[config.mk]
export PLATFORM = sky130hd
export DESIGN_NAME = core_mem_arbiter
export DESIGN_NICKNAME = d
export VERILOG_FILES = /design/src/rtl/arbiter_pkg.sv /design/src/rtl/rr_pick.sv /design/src/rtl/core_mem_arbiter.sv
export SDC_FILE = /design/constraint.sdc
export NUM_CORES = 1
export LEC_CHECK = 0
export BUFFER_PORTS_ARGS = -buffer_cell sky130_fd_sc_hd__buf_2
export CAP_MARGIN = 20
export CORE_AREA = 2 2 163 165
export DETAILED_ROUTE_END_ITERATION = 12
export DIE_AREA = 0 0 165 167
export MAX_ROUTING_LAYER = met4
export SLEW_MARGIN = 15
export SYNTH_ARGS = -nofsm -noshare
export SYNTH_HDL_FRONTEND = slang
export SYNTH_SLANG_ARGS = --single-unit
[constraint.sdc]
create_clock -name clk -period 4.5 [get_ports clk]
set_input_delay 0.225 -clock clk [delete_from_list [all_inputs] [get_ports clk]]
set_output_delay 0.225 -clock clk [all_outputs]
set_load 0.01 [all_outputs]
[src/rtl/arbiter_pkg.sv]
// -----------------------------------------------------------------------------
// arbiter_pkg
//   Shared types and defaults for the core memory arbiter.
//   - arb_state_t : arbiter phase (RUN: cores arbitrate, DRAIN: wait for core
//                   traffic to finish, HOST: memory owned by the host port)
//   - DEF_*       : default parameter values
//   - ptr_width() : width of a core index, never less than one bit
// -----------------------------------------------------------------------------
package arbiter_pkg;

   typedef enum logic [1:0] {
      RUN   = 2'd0,
      DRAIN = 2'd1,
      HOST  = 2'd2
   } arb_state_t;

   localparam int DEF_N_CORES = 8;
   localparam int DEF_ADDR_W  = 16;
   localparam int DEF_DATA_W  = 16;

   function automatic int ptr_width(input int n);
      return (n > 1) ? $clog2(n) : 1;
   endfunction

endpackage

[src/rtl/rr_pick.sv]
// -----------------------------------------------------------------------------
// rr_pick
//   Combinational round-robin picker. Searches the request mask starting one
//   above the pointer, wrapping around, and grants the first set bit.
//   Ports:
//     req_i  [N_CORES-1:0] request mask (already qualified by eligibility)
//     ptr_i  [PTR_W-1:0]   index of the most recently granted requester
//     gnt_o  [N_CORES-1:0] one-hot grant, zero when no request
//     idx_o  [PTR_W-1:0]   binary index of the granted bit (0 when none)
// -----------------------------------------------------------------------------
module rr_pick
   import arbiter_pkg::*;
#(
   parameter  int N_CORES = DEF_N_CORES,
   localparam int PTR_W   = ptr_width(N_CORES)
) (
   input  logic [N_CORES-1:0] req_i,
   input  logic [PTR_W-1:0]   ptr_i,
   output logic [N_CORES-1:0] gnt_o,
   output logic [PTR_W-1:0]   idx_o
);

   localparam logic [PTR_W:0] N_L = (PTR_W+1)'(N_CORES);

   logic [PTR_W:0]   sum;
   logic [PTR_W-1:0] cand;
   logic             found;

   // ptr_i < N_CORES and the offset is at most N_CORES, so one conditional
   // subtraction is enough to wrap the candidate index.
   always_comb begin
      gnt_o = '0;
      idx_o = '0;
      found = 1'b0;
      sum   = '0;
      cand  = '0;
      for (int k = 1; k <= N_CORES; k++) begin
         sum  = {1'b0, ptr_i} + (PTR_W+1)'(k);
         cand = (sum >= N_L) ? PTR_W'(sum - N_L) : PTR_W'(sum);
         if (!found && req_i[cand]) begin
            found       = 1'b1;
            gnt_o[cand] = 1'b1;
            idx_o       = cand;
         end
      end
   end

endmodule

[src/rtl/core_mem_arbiter.sv]
// -----------------------------------------------------------------------------
// core_mem_arbiter
//   Shares one single-port data memory between N_CORES core ports and the host
//   port. Cores arbitrate round-robin; raising host_sel drains outstanding core
//   traffic and then hands the memory to the host until host_sel falls.
//
//   Handshake: a core holds core_req and its command fields stable; the
//   transfer is accepted at the rising edge where core_req[i] & core_gnt[i].
//   core_gnt is combinational and at most one-hot. Reads return one-cycle
//   core_rvalid pulses two cycles after acceptance; writes return nothing.
//
//   Ports:
//     clk, rst_n                 clock, async active-low reset
//     n_cores                    number of enabled cores (core i eligible iff i < n_cores)
//     core_req/we/addr/wdata     per-core request (addr/wdata packed per core)
//     core_gnt                   combinational grant
//     core_rvalid, core_rdata    read return pulse and shared data
//     host_sel, host_ready       host phase request / memory owned by host
//     host_en/we/addr/wdata      host command, used only while host_ready
//     host_rdata                 host read data (memory output)
//     mem_en/we/addr/wdata       registered memory command
//     mem_rdata                  synchronous memory read data
//     dbg_state                  current arbiter phase (arb_state_t encoding)
// -----------------------------------------------------------------------------
module core_mem_arbiter
   import arbiter_pkg::*;
#(
   parameter int N_CORES = DEF_N_CORES,
   parameter int ADDR_W  = DEF_ADDR_W,
   parameter int DATA_W  = DEF_DATA_W
) (
   input  logic                      clk,
   input  logic                      rst_n,
   input  logic [3:0]                n_cores,
   input  logic [N_CORES-1:0]        core_req,
   input  logic [N_CORES-1:0]        core_we,
   input  logic [N_CORES*ADDR_W-1:0] core_addr,
   input  logic [N_CORES*DATA_W-1:0] core_wdata,
   output logic [N_CORES-1:0]        core_gnt,
   output logic [N_CORES-1:0]        core_rvalid,
   output logic [DATA_W-1:0]         core_rdata,
   input  logic                      host_sel,
   output logic                      host_ready,
   input  logic                      host_en,
   input  logic                      host_we,
   input  logic [ADDR_W-1:0]         host_addr,
   input  logic [DATA_W-1:0]         host_wdata,
   output logic [DATA_W-1:0]         host_rdata,
   output logic                      mem_en,
   output logic                      mem_we,
   output logic [ADDR_W-1:0]         mem_addr,
   output logic [DATA_W-1:0]         mem_wdata,
   input  logic [DATA_W-1:0]         mem_rdata,
   output logic [1:0]                dbg_state
);

   localparam int PTR_W = ptr_width(N_CORES);

   arb_state_t        state_q, state_d;
   logic [PTR_W-1:0]  ptr_q, ptr_d;
   logic              mem_en_q, mem_en_d;
   logic              mem_we_q, mem_we_d;
   logic [ADDR_W-1:0] mem_addr_q, mem_addr_d;
   logic [DATA_W-1:0] mem_wdata_q, mem_wdata_d;
   logic              host_ready_q, host_ready_d;
   // Read tag pipeline: stage 1 lines up with mem_en, stage 2 with the
   // memory data coming back.
   logic              tag1_v_q, tag1_v_d;
   logic [PTR_W-1:0]  tag1_id_q, tag1_id_d;
   logic              tag2_v_q;
   logic [PTR_W-1:0]  tag2_id_q;

   logic [N_CORES-1:0] elig;
   logic [N_CORES-1:0] pick_gnt;
   logic [PTR_W-1:0]   pick_idx;
   logic               accept;
   logic               sel_we;
   logic [ADDR_W-1:0]  sel_addr;
   logic [DATA_W-1:0]  sel_wdata;

   // n_cores above N_CORES naturally behaves as N_CORES since i < N_CORES.
   for (genvar i = 0; i < N_CORES; i++) begin : g_elig
      assign elig[i] = core_req[i] & (4'(i) < n_cores);
   end

   rr_pick #(.N_CORES(N_CORES)) u_pick (
      .req_i (elig),
      .ptr_i (ptr_q),
      .gnt_o (pick_gnt),
      .idx_o (pick_idx)
   );

   // host_sel blocks grants in the same cycle so nothing new enters the
   // pipeline once the host has asked for the memory.
   assign core_gnt = (state_q == RUN && !host_sel) ? pick_gnt : '0;
   assign accept   = |core_gnt;

   always_comb begin
      sel_we    = 1'b0;
      sel_addr  = '0;
      sel_wdata = '0;
      for (int i = 0; i < N_CORES; i++) begin
         if (core_gnt[i]) begin
            sel_we    = core_we[i];
            sel_addr  = core_addr[i*ADDR_W +: ADDR_W];
            sel_wdata = core_wdata[i*DATA_W +: DATA_W];
         end
      end
   end

   always_comb begin
      state_d      = state_q;
      ptr_d        = ptr_q;
      mem_en_d     = 1'b0;
      mem_we_d     = 1'b0;
      mem_addr_d   = mem_addr_q;
      mem_wdata_d  = mem_wdata_q;
      host_ready_d = host_ready_q;
      tag1_v_d     = 1'b0;
      tag1_id_d    = tag1_id_q;
      case (state_q)
         RUN: begin
            if (accept) begin
               mem_en_d    = 1'b1;
               mem_we_d    = sel_we;
               mem_addr_d  = sel_addr;
               mem_wdata_d = sel_wdata;
               ptr_d       = pick_idx;
               tag1_v_d    = ~sel_we;
               tag1_id_d   = pick_idx;
            end
            if (host_sel) state_d = DRAIN;
         end
         DRAIN: begin
            // tag stage 1 is only valid with mem_en_q, so these two cover it.
            if (!mem_en_q && !tag2_v_q) begin
               state_d      = HOST;
               host_ready_d = 1'b1;
            end
         end
         HOST: begin
            mem_en_d    = host_en;
            mem_we_d    = host_we;
            mem_addr_d  = host_addr;
            mem_wdata_d = host_wdata;
            if (!host_sel) begin
               state_d      = RUN;
               ptr_d        = PTR_W'(N_CORES-1);
               host_ready_d = 1'b0;
            end
         end
         default: state_d = RUN;
      endcase
   end

   always_ff @(posedge clk or negedge rst_n) begin
      if (!rst_n) begin
         state_q      <= RUN;
         ptr_q        <= PTR_W'(N_CORES-1);
         mem_en_q     <= 1'b0;
         mem_we_q     <= 1'b0;
         mem_addr_q   <= '0;
         mem_wdata_q  <= '0;
         host_ready_q <= 1'b0;
         tag1_v_q     <= 1'b0;
         tag1_id_q    <= '0;
         tag2_v_q     <= 1'b0;
         tag2_id_q    <= '0;
      end else begin
         state_q      <= state_d;
         ptr_q        <= ptr_d;
         mem_en_q     <= mem_en_d;
         mem_we_q     <= mem_we_d;
         mem_addr_q   <= mem_addr_d;
         mem_wdata_q  <= mem_wdata_d;
         host_ready_q <= host_ready_d;
         tag1_v_q     <= tag1_v_d;
         tag1_id_q    <= tag1_id_d;
         tag2_v_q     <= tag1_v_q;
         tag2_id_q    <= tag1_id_q;
      end
   end

   always_comb begin
      core_rvalid = '0;
      if (tag2_v_q) core_rvalid[tag2_id_q] = 1'b1;
   end

   assign core_rdata = mem_rdata;
   assign host_rdata = mem_rdata;
   assign mem_en     = mem_en_q;
   assign mem_we     = mem_we_q;
   assign mem_addr   = mem_addr_q;
   assign mem_wdata  = mem_wdata_q;
   assign host_ready = host_ready_q;
   assign dbg_state  = state_q;

endmodule

==> out/results.txt <==
Ports: 414
CTS H-tree lvls: 2
Row count: 59
Library cells used by synthesis: 80
Crit-path max FO: 10
Sequential share of the synthesized area: 20.0%
HP Class: primary input to async pin
Total gr overflow: 0
Cts hold-fix bufs: 0
Busiest layer in global routing: met2
Slew headroom: 38.5%
1st-pass router iterations: 8
Initial antenna violation count: 8
Via count: 8,625
Layout cell share with drive strength beyond 1: 44.9%
Largest net degree at the start of global routing: 49
Pins Over Slew Limit: 0
Synth Cell Area: 6020 um2
Post-DP HPWL: 35,500 um
DRC Markers: 0
Post-synth EDFFs: 0
ANT nets after route: 0
Max rail drop VDD: 0.528 mV
Synth warnings: 0
Final core area utilization: 33.8%
Worst setup EP type: flop
CP startpoint kind: flop
Commonest non-fill, non-tap cell in the layout: buf_2
PortBufs: 365
Final Hold Viols: 0
Chip height: 167 um
Final Cycle Share: 96.3%
Fmax: 0.231 GHz
Synthesized flop and latch total: 48
Total GRT Usage: 30.1%
Detailed Route WL: 42,800 um
Sinks on Clock Net: 48
DIE WIDTH: 165 um
Least-Margin Pin Slew: 0.922 ns
# Max-Cap Violations: 0
Post-synth top area cell: dfrtp_1
Root buffer cell: clkbuf_16
CP Class: flop to flop
Initial Util: 23.4%
CTS tree: done
Status: finished clean
Leakage: 3.99 nW
CP Data Required Time: 4.68 ns
Ys flop type: dfrtp_1
Post-synth top area share: 18.7%
Pwr/cell area: 1050 nW/um2
GPL Wtd Cong: 1.06
Vias/cell: 5.85
Drt wl/cell: 29.0 um
Worst Skew: 0.00999 ns
Setup violations, final: 0
Iter 0 DRT Violations: 1,196
Synth Area per Inst: 7.77 um2
First-pass GRT wire length: 57,700 um
Mapped Nets: 1,110
Arrival @ worst endpoint: 4.51 ns
Skew-Pair Late Insertion Delay: 0.31 ns
Fin crit period: 4.34 ns
M3 GR Usage: 14.6%
Post-layout power: 9.10 mW
Asr flop ratio synth: 100%
Synth top area cells: dfrtp_1 (19%), o221ai_1 (5.7%), buf_4 (5.4%)
Area growth from synthesis to layout: 44.4%
Vias in the first global route: 8,133
Final Net Count: 1,465
Met2 usage: 43.0%
Post-Syn Instances: 775
Unrepaired setup endpoints after global routing: true
Clk buf depth: 2
# fillers: 2,768
GR Util met1: 39.1%
Area of the core: 25,800 um2
CTS buffer count: 5
Most frequent cells in the layout: buf_2 (365), nand2_1 (79), buf_4 (74)
Clk pin slew, worst setup/hold paths: 0.07 ns
Die area: 27,600 um2
metal layers:
metal / part of all wire [%] / up-vias
li1: - / 3833
met1: 41 / 4122
met2: 42 / 610
met3: 16 / 60
met4: 1.4 / 0
met5: 0 / -
cell families after synthesis:
group                      after synthesis  share of synthesized area [%]
AOI/OAI and AO/OA                      359                           47.5
and+or+nand+nor                        238                           19.0
buffers and inverters                  114                           10.7
DFF                                     48                           20.0
muxes                                    6                           1.02
adders and majority gates                6                           1.25
xor gates and xnor gates                 4                          0.582
registers in the layout, summed over array words and instances, names as in the netlist:
| register | cells |
|---|---|
| mem_wdata | 16 |
| dbg_state | 2 |
| mem_we | 1 |
| tag1_v_q | 1 |
| mem_addr | 16 |
| host_ready | 1 |
| tag1_id_q | 3 |
| tag2_v_q | 1 |
| ptr_q | 3 |
| mem_en | 1 |
| tag2_id_q | 3 |
layout make-up:
class	instances	area, um2	share of cell area (%)
clock buffer	6	139	1.60
sequential	48	1200	13.8
tap	335	419	4.82
clock inverter	2	38.8	0.446
antenna	8	20.0	0.230
inverter	16	60.1	0.690
timing repair buffer	446	2510	28.9
multi-input combinational	613	4310	49.5
Yosys cell counts (all sizes together) (9+ instances only):
cell type	count
o22ai	15
o22a	11
o211a	13
a221o	15
buf	70
a221oi	42
inv	16
nor2	44
dfrtp	45
clkbuf	28
a211oi	9
nand2	82
nor3	24
a31oi	11
nand3	40
o211ai	33
o221ai	41
o21ai	47
a21oi	39
a22o	9
critical path, stage by stage, from the launching register on:
cell and delay, ns:
dfstp_2 0.53, inv_1 0.07, buf_4 0.17, ha_1 0.37, inv_1 0.07, or4b_4 0.59, nand4_4 0.15, buf_4 0.18
nor3_1 0.06, o32ai_1 0.25, o21a_1 0.27, a41oi_4 0.24, buf_4 0.25, a221oi_1 0.39, a211oi_2 0.15, a2111oi_1 0.37
o21ai_1 0.10
path summary, 6_finish.rpt:
check                               from  slack (ns)  depth (start not counted)            to
worst max-delay path            ptr_q[1]        0.16                         16  mem_wdata[7]
worst min-delay path               rst_n        0.06                          2  tag1_id_q[1]
worst max register to register  ptr_q[1]        0.16                         16  mem_wdata[7]
worst min register to register  tag1_v_q        0.36                          0      tag2_v_q
max in group asynchronous          rst_n        3.97                          2   mem_addr[7]
min in group clk                 host_en        0.14                          3        mem_en
through the flow:
step	cell area (um2)	setup slack, ns	TNS, ns	hold WS [ns]	cells
finish	8700	0.165	0	0.0572	1474
global route	8700	-0.0251	-0.0505	0.0926	1474
CTS	8600	0.00203	0	0.0668	1465
detailed placement	8410	-0.262	-3.30	0.340	1457
global placement	8410	-0.352	-6.47	0.340	1457
floorplan	6020	0.382	0	-0.0706	775
power by group:
group	internal, mW	switching, mW	leakage, nW	total, mW
Combinational	2.99	4.79	3.32	7.78
Clock	0.279	0.193	0.0871	0.472
Sequential	0.698	0.147	0.579	0.846
timing repair:
item,in CTS,in global routing
setup endpoints to repair,41,41
setup buffers,0,1
resized for setup,3,17
pin swaps,0,1
Power figures use the tool's default switching activity.
